**config.mk**
```make
export PLATFORM = sky130hd
export DESIGN_NAME = seq_det_arbiter
export DESIGN_NICKNAME = d
export VERILOG_FILES = /design/src/rtl/seq_det_arbiter.sv
export SDC_FILE = /design/constraint.sdc
export NUM_CORES = 1
export LEC_CHECK = 0
export ABC_AREA = 1
export CELL_PAD_IN_SITES_DETAIL_PLACEMENT = 0
export CELL_PAD_IN_SITES_GLOBAL_PLACEMENT = 1
export CORE_AREA = 3 3 97 99
export DETAILED_ROUTE_END_ITERATION = 6
export DIE_AREA = 0 0 100 102
export HOLD_SLACK_MARGIN = 0.12
export PLACE_DENSITY = 0.95
export SETUP_SLACK_MARGIN = 0.02
export SKIP_CTS_REPAIR_TIMING = 1
export SLEW_MARGIN = 20
export SYNTH_ARGS = -nofsm -noshare
export SYNTH_HDL_FRONTEND = slang
export SYNTH_SLANG_ARGS = --single-unit
export TNS_END_PERCENT = 20
```
**constraint.sdc**
```tcl
create_clock -name clk -period 3 [get_ports clk]
set_input_delay 0.45 -clock clk [delete_from_list [all_inputs] [get_ports clk]]
set_output_delay 0.45 -clock clk [all_outputs]
set_load 0.01 [all_outputs]
```
**src/rtl/seq_det_arbiter.sv**
```systemverilog
// Round-robin arbiter that time-shares one overlapping serial pattern detector among N_REQ
// requesters, shifting each granted word MSB-first and reporting its match count.
module seq_det_arbiter #(
    parameter int unsigned      N_REQ   = 4,
    parameter int unsigned      WORD_W  = 16,
    parameter int unsigned      PAT_W   = 6,
    parameter logic [PAT_W-1:0] PATTERN = 6'b110101,
    parameter int unsigned      MCNT_W  = $clog2(WORD_W + 1),
    localparam int unsigned     ID_W    = (N_REQ > 1) ? $clog2(N_REQ) : 1
) (
    input  logic                      clk,
    input  logic                      reset_n,
    input  logic [N_REQ-1:0]          req,
    input  logic [N_REQ*WORD_W-1:0]   data_in,
    output logic [N_REQ-1:0]          gnt,
    output logic                      busy,
    output logic                      d_serial,
    output logic                      done,
    output logic [ID_W-1:0]           done_id,
    output logic [MCNT_W-1:0]         match_cnt,
    output logic                      match_any
);

    localparam int unsigned FILL_W = $clog2(PAT_W + 1);

    typedef enum logic [1:0] {StIdle, StShift, StDone} state_e;

    state_e              state_q, state_d;
    logic [N_REQ-1:0]    gnt_q, gnt_d;
    logic                busy_q, busy_d;
    logic                done_q, done_d;
    logic [ID_W-1:0]     done_id_q, done_id_d;
    logic [ID_W-1:0]     rr_ptr_q, rr_ptr_d;
    logic [MCNT_W-1:0]   match_cnt_q, match_cnt_d;
    logic [MCNT_W-1:0]   bit_cnt_q, bit_cnt_d;
    logic [WORD_W-1:0]   shreg_q, shreg_d;
    logic [PAT_W-1:0]    window_q, window_d;
    logic [FILL_W-1:0]   win_fill_q, win_fill_d;

    logic                win_found;
    logic [ID_W-1:0]     win_idx;
    logic [ID_W-1:0]     cand;
    logic                last_bit;

    assign last_bit = (bit_cnt_q == MCNT_W'(WORD_W - 1));

    // Circular search for the first requester at or after rr_ptr.
    always_comb begin
        win_found = 1'b0;
        win_idx   = '0;
        cand      = '0;
        for (int unsigned i = 0; i < N_REQ; i++) begin
            cand = ID_W'((32'(rr_ptr_q) + i) % N_REQ);
            if (!win_found && req[cand]) begin
                win_found = 1'b1;
                win_idx   = cand;
            end
        end
    end

    always_ff @(posedge clk) begin
        if (!reset_n) begin
            state_q     <= StIdle;
            gnt_q       <= '0;
            busy_q      <= 1'b0;
            done_q      <= 1'b0;
            done_id_q   <= '0;
            rr_ptr_q    <= '0;
            match_cnt_q <= '0;
            bit_cnt_q   <= '0;
            shreg_q     <= '0;
            window_q    <= '0;
            win_fill_q  <= '0;
        end else begin
            state_q     <= state_d;
            gnt_q       <= gnt_d;
            busy_q      <= busy_d;
            done_q      <= done_d;
            done_id_q   <= done_id_d;
            rr_ptr_q    <= rr_ptr_d;
            match_cnt_q <= match_cnt_d;
            bit_cnt_q   <= bit_cnt_d;
            shreg_q     <= shreg_d;
            window_q    <= window_d;
            win_fill_q  <= win_fill_d;
        end
    end

    always_comb begin
        state_d = state_q;
        unique case (state_q)
            StIdle:  if (win_found) state_d = StShift;
            StShift: if (last_bit) state_d = StDone;
            StDone:  state_d = StIdle;
            default: state_d = StIdle;
        endcase
    end

    always_comb begin
        gnt_d       = gnt_q;
        busy_d      = busy_q;
        done_d      = 1'b0;
        done_id_d   = done_id_q;
        rr_ptr_d    = rr_ptr_q;
        match_cnt_d = match_cnt_q;
        bit_cnt_d   = bit_cnt_q;
        shreg_d     = shreg_q;
        window_d    = window_q;
        win_fill_d  = win_fill_q;
        unique case (state_q)
            StIdle: begin
                if (win_found) begin
                    gnt_d          = '0;
                    gnt_d[win_idx] = 1'b1;
                    busy_d         = 1'b1;
                    shreg_d        = data_in[win_idx*WORD_W +: WORD_W];
                    done_id_d      = win_idx;
                    match_cnt_d    = '0;
                    bit_cnt_d      = '0;
                    window_d       = '0;
                    win_fill_d     = '0;
                    rr_ptr_d       = (win_idx == ID_W'(N_REQ - 1)) ? '0 : win_idx + ID_W'(1);
                end
            end
            StShift: begin
                window_d   = {window_q[PAT_W-2:0], shreg_q[WORD_W-1]};
                shreg_d    = {shreg_q[WORD_W-2:0], 1'b0};
                bit_cnt_d  = bit_cnt_q + MCNT_W'(1);
                win_fill_d = (win_fill_q == FILL_W'(PAT_W)) ? win_fill_q
                                                            : win_fill_q + FILL_W'(1);
                // A match needs a fully populated window so leading zeros never alias.
                if (window_d == PATTERN && win_fill_d == FILL_W'(PAT_W)) begin
                    match_cnt_d = match_cnt_q + MCNT_W'(1);
                end
                if (last_bit) done_d = 1'b1;
            end
            StDone: begin
                gnt_d  = '0;
                busy_d = 1'b0;
            end
            default: ;
        endcase
    end

    always_comb begin
        d_serial  = (state_q == StShift) ? shreg_q[WORD_W-1] : 1'b0;
        match_any = |match_cnt_q;
    end

    assign gnt       = gnt_q;
    assign busy      = busy_q;
    assign done      = done_q;
    assign done_id   = done_id_q;
    assign match_cnt = match_cnt_q;

endmodule

```
## Word level (Yosys, flattened, before mapping)

Index checks and enable logic that the tools add are counted.

| storage, ports and cells | value |
|---|---|
| flip-flop bits (word level) | 46 |
| input port bits | 70 |
| output and inout port bits | 15 |
| logic and storage cells | 92 |

| cells by class | value |
|---|---|
| add/sub/neg operators | 7 |
| $lt $le $gt $ge | 6 |
| equality and inequality tests | 10 |
| shifts and indexed selects | 1 |
| muxes and demuxes | 39 |
| reductions and logical operators | 18 |

Operators by type and width:

| kind | count |
|---|---|
| 64-bit by 7-bit variable part select with 16-bit output | 1 |
| 16-bit one-hot mux with 2 select lines | 1 |
| 5-bit one-hot mux with 2 select lines | 3 |
| 16-bit 2-to-1 mux | 1 |
| 2-bit by 3-bit less-than comparator with 1-bit output (second input constant) | 5 |
| 5-bit 2-to-1 mux | 3 |
| 2-bit 2-to-1 mux | 7 |
| 1-bit 2-to-1 mux | 12 |
| 5-bit by 1-bit adder with 5-bit output (second input constant) | 2 |
| 2-bit AND reduction | 5 |
| 1-bit binary-select mux with 2-bit select | 4 |
| 4-bit one-hot mux with 2 select lines | 1 |
| 3-bit == test (second input constant) | 2 |
| 6-bit == test (second input constant) | 1 |
| 3-bit 2-to-1 mux | 2 |
| 2-bit inequality test (second input constant) | 3 |
| 3-bit one-hot mux with 2 select lines | 1 |
| 5-bit by 4-bit == test with 1-bit output (second input constant) | 1 |
| 1-bit logical AND | 5 |
| 5-bit OR reduction | 1 |
| 2-bit by 1-bit adder with 2-bit output (second input constant) | 2 |
| 2-bit adder (second input constant) | 2 |
| 2-bit == test (second input constant) | 2 |
| 4-bit 2-to-1 mux | 1 |
| other kinds (10) | 13 |

## Depth between registers and ports, before layout

Gate-level depths: netlist (run 1).

| logic depth | value |
|---|---|
| depth in word-level cells | 18 |
| mapped depth | 17 |
| gate-level depth less buffers | 16 |

## Worst setup path after synthesis (run 1)

Ideal clock, no wire load.

| path | value |
|---|---|
| path kind | input port to flip-flop |
| start | input req[3] |
| end | register rr_ptr_q[1] |
| library setup time | 119 ps |
| arrival | 1,830 ps |
| data required time | 2,881 ps |
| slack | 1,050 ps |
| cell stages on the path | 12 |
| path buffers | 1 |
| path through | inv_1 -> nand2_1 -> nand3_2 -> nand2_2 -> nor2_8 -> nand3_4 -> nand3_4 -> inv_4 -> buf_6 -> ha_1 -> o21ai_0 -> a21oi_1 |

| on the way | value |
|---|---|
| word-level cells in the longest chain between the ends | 14 |
| elaborated cells between the ends (all ways) | 26 |
| those cells by class | add/sub (1); eq/ne (1); mux (17); reduce/logical (7) |

RTL lines:

| item | line | RTL |
|---|---|---|
| start: declaration | 13 | `input logic [N_REQ-1:0] req,` |
| 1-bit binary-select mux with 2-bit select | 54 | `if (!win_found && req[cand]) begin` |
| 1-bit 2-to-1 mux (implied by the code) | 54 |  |
| 1-bit 2-to-1 mux | 54 |  |
| 1-bit zero test | 54 |  |
| 1-bit logical AND | 54 |  |
| 1-bit 2-to-1 mux | 54 |  |
| 1-bit zero test | 54 |  |
| 1-bit logical AND | 54 |  |
| 1-bit 2-to-1 mux | 54 |  |
| 1-bit zero test | 54 |  |
| 1-bit logical AND | 54 |  |
| 2-bit 2-to-1 mux (*) | 54 |  |
| net win_idx[0] | 41 | `logic [ID_W-1:0] win_idx;` |
| 2-bit by 1-bit adder with 2-bit output / 2-bit == test (equally long branches) | 122 | `rr_ptr_d = (win_idx == ID_W'(N_REQ - 1)) ? '0 : win_idx + ID_W'(1);` |
| 2-bit 2-to-1 mux (*) | 122 |  |
| end signal: assignment | 80 | `rr_ptr_q <= rr_ptr_d;` |
| end: declaration | 33 | `logic [ID_W-1:0] rr_ptr_q, rr_ptr_d;` |

The timed path passes the listed nets; every way through them passes the cells marked *. The select of a mux whose other input is x is not followed.
A chain may end at the register's enable or synchronous reset.

## Worst setup path in the final report (run 1)

| path | value |
|---|---|
| start | register state_q[0] |
| end | output d_serial |

| on the way | value |
|---|---|
| word-level cells in the longest chain between the ends | 2 |

RTL lines:

| item | line | RTL |
|---|---|---|
| start: declaration | 28 | `state_e state_q, state_d;` |
| start signal: assignment | 63 | `state_q <= StIdle;` |
| start signal: assignment | 75 | `state_q <= state_d;` |
| 2-bit by 1-bit == test with 1-bit output | 146 | `d_serial = (state_q == StShift) ? shreg_q[WORD_W-1] : 1'b0;` |
| 1-bit 2-to-1 mux | 146 |  |
| end: declaration | 17 | `output logic d_serial,` |

Every way passes these cells.

==> flow_summary.ini, run 1 <==
[timing]
tns_ns = 0
slew-limit-headroom = 0.490
final.setup_skew_ns = 0.00712
setup-violations-final = 0
fmax_mhz = 414
finalMaxSlewViolations = 0
hold_viol_final = 0
worst_pin_slew_ns = 0.765
finalCriticalPeriod_ns = 2.42
rsz0062_at_grt = no
timing.final.crit_share = 0.806

[final_layout]
drive_above_1_share = 0.0728
layout_commonest_cell = nand2_1
fill_cells = 884
areaGrowthSynthToFinish_pct = 32.1
fin_nets = 642
diodes = 0
most-common-layout-cells = nand2_1, clkdlybuf4s50_1, inv_1, dfxtp_1, a21oi_1
finish.instance_area_mm2 = 0.00406

[synth]
synth.avg_cell_area_um2 = 6.35
yosys-top-cells-area = dfxtp_1, nand2_1, inv_1, ha_1, a21oi_1
synth_area_mm2 = 0.00307
synth.distinct_cells = 36
synth_seq_cells = 46
yosys_warnings = 0
synthArstFlopShare = 0
synth-edff-count = 0
synth_top_area_frac = 0.300
synth_seq_area_share = 0.300
syn_nets = 564
synth_top_area_cell = dfxtp_1
ys.flop_type = dfxtp_1
synthCells = 484

[place]
place.port_buffers = 84
gp_congestion = 0.848
dpl_cell_area_mm2 = 0.00397
hpwlAfterDp_mm = 5.77

[global_route]
grt_pass1_vias = 3008
grt_max_degree = 37
track_usage = 0.155
grt_pass1_wl_mm = 13.2
antenna_found_initial = 0
grt-ovfl-total = 0

[worst_setup_path]
crit_path_max_fanout = 6
regToRegSetupSlack_ns = 0.68
crit_end = d_serial
r2r-end = shreg_q[0]
critPathRequiredTime_ns = 2.55
rr_startpoint = rr_ptr_q[0]
crit_start = state_q[0]
setup.worst_path.end_class = primary output
critical_path_class = flip-flop to primary output
reg2reg_depth = 13
startpoint_type = flip-flop
critPathArrivalTime_ns = 1.97

[floorplan]
initial_core_util = 0.356
design.core.area_mm2 = 0.00864
die_h_um = 102
io_pins = 85
rows = 34
dieArea_mm2 = 0.0102
fp.dieW_um = 100

[routing]
num_vias = 3079
drtIter0Drc = 113
drc = 0
routed_wl_mm = 7.43
detail_route.vias_per_cell = 4.59
antenna_left = 0
routedWlPerCell_um = 11.1
drt_pass1_iterations = 4

[pwr]
ir_drop_v = 0.000403
p_per_area_mw_per_mm2 = 908
leakagePower_nw = 1.91

[clock_network]
clk_path_buf_depth = 2
cts.sink_count = 46
insertion_delay_ns = 0.30
cts_buffers = 5
htree_levels = 2
clockRootBuffer = clkbuf_8
clk_pin_slew_ns = 0.09
tritoncts = yes

[run_status]
status = complete, no violations

[min_path]
min_path_type = flip-flop to flip-flop

[flow_run]
cap_violations = 0
cell type report:
type                       count  area (um2)  area share
sequential                    46         921       0.227
inverter                      80         303      0.0746
timing repair buffer          89         878       0.217
clock inverter                 1        5.00     0.00123
multi-input combinational    340        1730       0.426
tap                          108         135      0.0333
clock buffer                   7        86.3      0.0213
synthesized netlist by cell type (2+ instances only):
master	instances
a21oi_2	2
o22ai_2	2
nand3_1	16
buf_2	3
o211ai_1	4
nor2_2	2
buf_6	4
inv_1	73
dfxtp_1	46
ha_1	10
nand4_1	11
nand2_2	5
clkbuf_1	5
a21oi_1	24
nor2_1	13
o21ai_0	9
xor2_1	4
nand2_4	4
inv_2	5
nor3_1	3
buf_4	5
o22ai_1	13
nand2_1	195
nand3_2	3
nand3_4	2
nand3b_1	11
power breakdown:
part	total, W	switching [W]	internal, W
Sequential	0.000836	0.0000817	0.000755
Combinational	0.00246	0.00157	0.000890
Clock	0.000391	0.000205	0.000186
Total	0.00369	0.00185	0.00183
routing by layer:
| layer | wire [um] | GRT usage |
|---|---|---|
| met4 | 66 | 0.0332 |
| met2 | 3440 | 0.272 |
| met5 | 0 | 0 |
| met1 | 3460 | 0.194 |
| met3 | 463 | 0.0396 |
cells by family after synthesis:
logic type / after synthesis / synth area share
AOI/OAI and AO/OA: 56 / 0.109
adders and majority gates: 10 / 0.0407
and+or+nand+nor: 269 / 0.399
xor gates and xnor gates: 5 / 0.0143
DFF: 46 / 0.300
buffers and inverters: 98 / 0.138
registers in the layout (all words and copies together), names as in the netlist:
name and flops:
shreg_q 16, bit_cnt_q 5, match_cnt 5, window_q 5
gnt 4, win_fill_q 3, done_id 2, rr_ptr_q 2
state_q 2, busy 1, done 1
worst min path at each step:
stage                 start      endpoint  slack (ns)  depth (start not counted)
5_1_grt         window_q[2]   window_q[3]        0.51                          2
3_3_place_gp   bit_cnt_q[3]  bit_cnt_q[3]        0.45                          2
2_1_floorplan  bit_cnt_q[3]  bit_cnt_q[3]        0.44                          2
6_report       bit_cnt_q[3]  bit_cnt_q[3]        0.47                          2
3_5_place_dp   bit_cnt_q[3]  bit_cnt_q[3]        0.46                          2
4_1_cts        bit_cnt_q[3]  bit_cnt_q[3]        0.47                          2
stage by stage:
| step | std cells | worst slack (ns) | total power, W | utilization | hold WS [ns] |
|---|---|---|---|---|---|
| 2_1_floorplan | 484 | 1.05 | 0.00286 | - | 0.438 |
| 3_3_place_gp | 663 | 0.456 | 0.00326 | 0.459 | 0.448 |
| 3_5_place_dp | 663 | 0.390 | 0.00332 | 0.459 | 0.457 |
| 4_1_cts | 671 | 0.549 | 0.00372 | 0.470 | 0.470 |
| 5_1_grt | 671 | 0.415 | 0.00414 | 0.470 | 0.508 |
| 6_report | 671 | 0.583 | 0.00369 | 0.470 | 0.469 |
critical path, cell delays in order (launching register included):
cell and delay (ns):
dfxtp_1 0.42, inv_1 0.08, nor2_1 0.35, inv_1 0.11, nor2_1 0.15, clkdlybuf4s50_1 0.56
No activity file was read; power rests on OpenSTA's default activity.
==> run 2, diff against run 1 <==
- CORE_AREA: 3 3 97 99 -> 3 3 101 103
- DIE_AREA: 0 0 100 102 -> 0 0 104 106
- PLACE_DENSITY: 0.95 -> 0.9
- clock period: 3 -> 2.5 ns (I/O delays scaled with it)
==> flow_summary.ini, run 2 (same netlist as run 1, synthesis figures left out) <==
[final_layout]
final_util = 0.447
largest-register = shreg_q
layout_commonest_cell = nand2_1
diodes = 0
finish.instance_area_mm2 = 0.00415
largest_reg_flops = 16
drive_above_1_share = 0.0844
most-common-layout-cells = nand2_1, clkdlybuf4s50_1, inv_1, dfxtp_1, a21oi_1
fin_nets = 648
areaGrowthSynthToFinish_pct = 35.1

[global_route]
grt-ovfl-total = 0
grt_pass1_wl_mm = 13.1
grt_pass1_vias = 3075
use_met3 = 0.0328
globalRoute.busiestLayer = met2
antenna_found_initial = 0
track_usage = 0.138
use_met1 = 0.169
use_met2 = 0.251
grt_max_degree = 27

[timing]
setup-violations-final = 0
tns_ns = 0
rsz0062_at_grt = no
hold_viol_final = 0
layout_setup_ws_ns = 0.333
final.setup_skew_ns = 0.00525
finalMaxSlewViolations = 0
finalCriticalPeriod_ns = 2.17
timing.final.crit_share = 0.867
worst_pin_slew_ns = 0.774
slew-limit-headroom = 0.483
fmax_mhz = 461

[place]
dpl_cell_area_mm2 = 0.00404
place.port_buffers = 84
detailedPlace.worstSlack_ns = 0.102
hpwlAfterDp_mm = 5.78
gp_congestion = 0.811

[clock_network]
insertion_delay_ns = 0.30
clk_path_buf_depth = 2
tritoncts = yes
clk_pin_slew_ns = 0.08
cts_buffers = 5
cts.sink_count = 46
htree_levels = 2
clockRootBuffer = clkbuf_8

[floorplan]
io_pins = 85
die_h_um = 106
fp.dieW_um = 104
design.core.area_mm2 = 0.00928
initial_core_util = 0.331
rows = 35
dieArea_mm2 = 0.0110

[worst_setup_path]
critPathRequiredTime_ns = 2.12
startpoint_type = flip-flop
r2r-end = match_cnt[1]
crit_path_max_fanout = 6
critPathArrivalTime_ns = 1.79
regToRegSetupSlack_ns = 0.37
rr_startpoint = rr_ptr_q[0]
critical_path_class = flip-flop to primary output
reg2reg_depth = 12
setup.worst_path.end_class = primary output

[pwr]
ir_drop_v = 0.000546
leakagePower_nw = 1.95
total_power_w = 0.00462
p_per_area_mw_per_mm2 = 1110

[routing]
routedWlPerCell_um = 10.6
routed_wl_mm = 7.39
detail_route.vias_per_cell = 4.41
num_vias = 3078
antenna_left = 0
drtIter0Drc = 95
drt_pass1_iterations = 4
drc = 0

[flow_run]
cap_violations = 0

[min_path]
hold_path_depth = 2
min_path_type = flip-flop to flip-flop
hold_end = window_q[4]
min_from = window_q[4]

[run_status]
status = complete, no violations
## run 2: changes by cell type in the layout (fill, tap and decap cells not counted), sizes merged
cell / delta
buf: +6
bufinv: +1
clkbuf: -2
inv: +1
## run 2: worst max-delay path: stages (launching register included)
cell,delay [ns]
dfxtp_1,0.43
inv_1,0.08
nor2_1,0.18
inv_1,0.09
nor2_1,0.15
clkdlybuf4s50_1,0.57
## run 2: final cells by class
| class | count | area, um2 |
|---|---|---|
| clock buffer | 5 | 68.8 |
| clock inverter | 3 | 43.8 |
| fill | 983 | 5130 |
| inverter | 80 | 303 |
| multi-input combinational | 340 | 1730 |
| sequential | 46 | 921 |
| tap | 129 | 161 |
| timing repair buffer | 95 | 923 |
## run 2: layer usage
metal,vias up,share of wire
met3,4,0.049
met1,1321,0.47
met2,79,0.47
met5,-,0
li1,1674,-
met4,0,0.0051
## run 2: worst max path at each step
stage | startpoint | end | slack, ns | depth (start not counted)
3_3_place_gp | req[3] | shreg_q[0] | 0.14 | 14
5_1_grt | state_q[0] | d_serial | 0.16 | 5
2_1_floorplan | rr_ptr_q[0] | rr_ptr_q[1] | 0.57 | 12
6_report | state_q[0] | d_serial | 0.33 | 5
4_1_cts | state_q[0] | d_serial | 0.30 | 5
3_5_place_dp | req[3] | rr_ptr_q[1] | 0.10 | 12
## run 2: per-stage QoR
stage / hold slack [ns] / cells
4_1_cts: 0.471 / 698
3_3_place_gp: 0.446 / 690
2_1_floorplan: 0.438 / 484
3_5_place_dp: 0.457 / 690
6_report: 0.471 / 698
5_1_grt: 0.484 / 698
## run 2: power by group
group | total [W] | switching [W] | internal (W) | leakage [nW]
clock | 0.000552 | 0.000253 | 0.000300 | 0.0585
sequential | 0.000994 | 0.0000889 | 0.000905 | 0.377
combinational | 0.00307 | 0.00192 | 0.00115 | 1.51
total | 0.00462 | 0.00227 | 0.00236 | 1.95
==> run 3, diff against run 2 <==
- CORE_AREA: 3 3 101 103 -> 3 3 89 91
- DIE_AREA: 0 0 104 106 -> 0 0 92 94
- DONT_BUFFER_PORTS: unset -> 1
- HOLD_SLACK_MARGIN: 0.12 -> unset
- PLACE_DENSITY: 0.9 -> 0.88
==> flow_summary.ini, run 3 (same netlist as run 1, synthesis figures left out) <==
[global_route]
grt-ovfl-total = 0
antenna_found_initial = 0
grt_pass1_wl_mm = 11.4
globalRoute.busiestLayer = met2
track_usage = 0.162
grt_pass1_vias = 2550
grt_max_degree = 27
use_met2 = 0.274
use_met3 = 0.0321
use_met1 = 0.208

[floorplan]
fp.dieW_um = 92
io_pins = 85
rows = 31
dieArea_mm2 = 0.00865
die_h_um = 94
initial_core_util = 0.426
design.core.area_mm2 = 0.00721

[place]
gp_congestion = 0.876
dp_cells = 570
place.port_buffers = 0
detailedPlace.worstSlack_ns = 0.387
hpwlAfterDp_mm = 5.05

[worst_setup_path]
critPathArrivalTime_ns = 2.33
path_cells = buf_4 -> nand2_2 -> nand2_2 -> nand2_1 -> inv_2 -> nor2_2 -> nand3_4 -> nand2_4 -> nand2_4 -> clkinv_1 -> nand2_1 -> nand3_1 -> nand2_1 -> inv_1
worst_path_max_delay_cell = dfxtp_1
setup.worst_path.end_class = flip-flop
crit_path_max_fanout = 19
critical_path_class = flip-flop to flip-flop
critPathRequiredTime_ns = 2.71
crit_top_cell = nand2_1
startpoint_type = flip-flop
cpPeakStageDelay_ns = 0.35

[pwr]
power.net_switching_w = 0.00221
p_per_area_mw_per_mm2 = 1330
pwr-share-clk = 0.122
switching_share = 0.515
leakagePower_nw = 1.60
p_comb_frac = 0.639
p_int_w = 0.00208
total_power_w = 0.00429
seqPwrFrac = 0.239
ir_drop_v = 0.000542

[timing]
slew-limit-headroom = 0.488
hold_viol_final = 0
worst_pin_slew_ns = 0.767
final.setup_skew_ns = 0.00410
layout_setup_ws_ns = 0.381
fmax_mhz = 472
finalCriticalPeriod_ns = 2.12
finalMaxSlewViolations = 0
tns_ns = 0
setup-violations-final = 0
timing.final.crit_share = 0.848
rsz0062_at_grt = no

[clock_network]
clk_pin_slew_ns = 0.08
cts_buffers = 5
clockRootBuffer = clkbuf_8
cts.sink_count = 46
htree_levels = 2
insertion_delay_ns = 0.30
tritoncts = yes
clk_path_buf_depth = 2

[final_layout]
final_cells = 578
largest_reg_flops = 16
areaGrowthSynthToFinish_pct = 4.93
fin_nets = 558
most-common-layout-cells = nand2_1, inv_1, dfxtp_1, a21oi_1, nand3_1
diodes = 0
drive_above_1_share = 0.0877
layout_commonest_cell = nand2_1
largest-register = shreg_q

[routing]
routed_wl_mm = 6.74
antenna_left = 0
drc = 0
detail_route.vias_per_cell = 4.80
drt_pass1_iterations = 5
drtIter0Drc = 94
routedWlPerCell_um = 11.7
num_vias = 2774

[min_path]
min_path_type = primary input to flip-flop

[flow_run]
cap_violations = 0

[run_status]
status = complete, no violations
-- run 3: worst max-delay path: cells and delay by family (launching register included) --
family / cells / cell delay, ns
and+or+nand+nor: 10 / 1.10
DFF: 1 / 0.35
buffers and inverters: 4 / 0.55
-- run 3: final cells by class --
| cell class | instances | area [um2] |
|---|---|---|
| fill | 754 | 3990 |
| multi-input combinational | 340 | 1730 |
| sequential | 46 | 921 |
| inverter | 80 | 303 |
| tap | 99 | 124 |
| clock buffer | 8 | 110 |
| timing repair buffer | 5 | 37.5 |
-- run 3: power by group through the flow --
stage | sequential, W | combinational, W | clock [W]
2_1_floorplan | 0.00102 | 0.00241 | 0
3_5_place_dp | 0.00105 | 0.00275 | 0
6_report | 0.00103 | 0.00275 | 0.000524
5_1_grt | 0.00105 | 0.00321 | 0.000569
3_3_place_gp | 0.00104 | 0.00271 | 0
4_1_cts | 0.00103 | 0.00278 | 0.000541
-- run 3: final timing paths --
kind	end	depth (start not counted)	from	slack, ns
worst min-delay path	shreg_q[1]	2	reset_n	0.18
worst max register to register	shreg_q[0]	14	rr_ptr_q[0]	0.38
worst max-delay path	shreg_q[0]	14	rr_ptr_q[0]	0.38
worst min register to register	window_q[4]	2	window_q[4]	0.47
-- run 3: stage by stage --
| step | utilization | cell area (um2) | hold WS [ns] |
|---|---|---|---|
| after CTS | 0.447 | 3220 | 0.164 |
| after global placement | 0.431 | 3110 | 0.449 |
| after floorplan | - | 3070 | 0.438 |
| after global routing | 0.447 | 3220 | 0.162 |
| final | 0.447 | 3220 | 0.176 |
| after detailed placement | 0.431 | 3110 | 0.452 |
-- run 3: metal layers --
metal	wire, um	share of wire	vias to the layer above
met4	119	0.018	0
met5	0	0	-
li1	-	-	1489
met1	3180	0.47	1195
met2	3060	0.45	78
met3	376	0.056	12
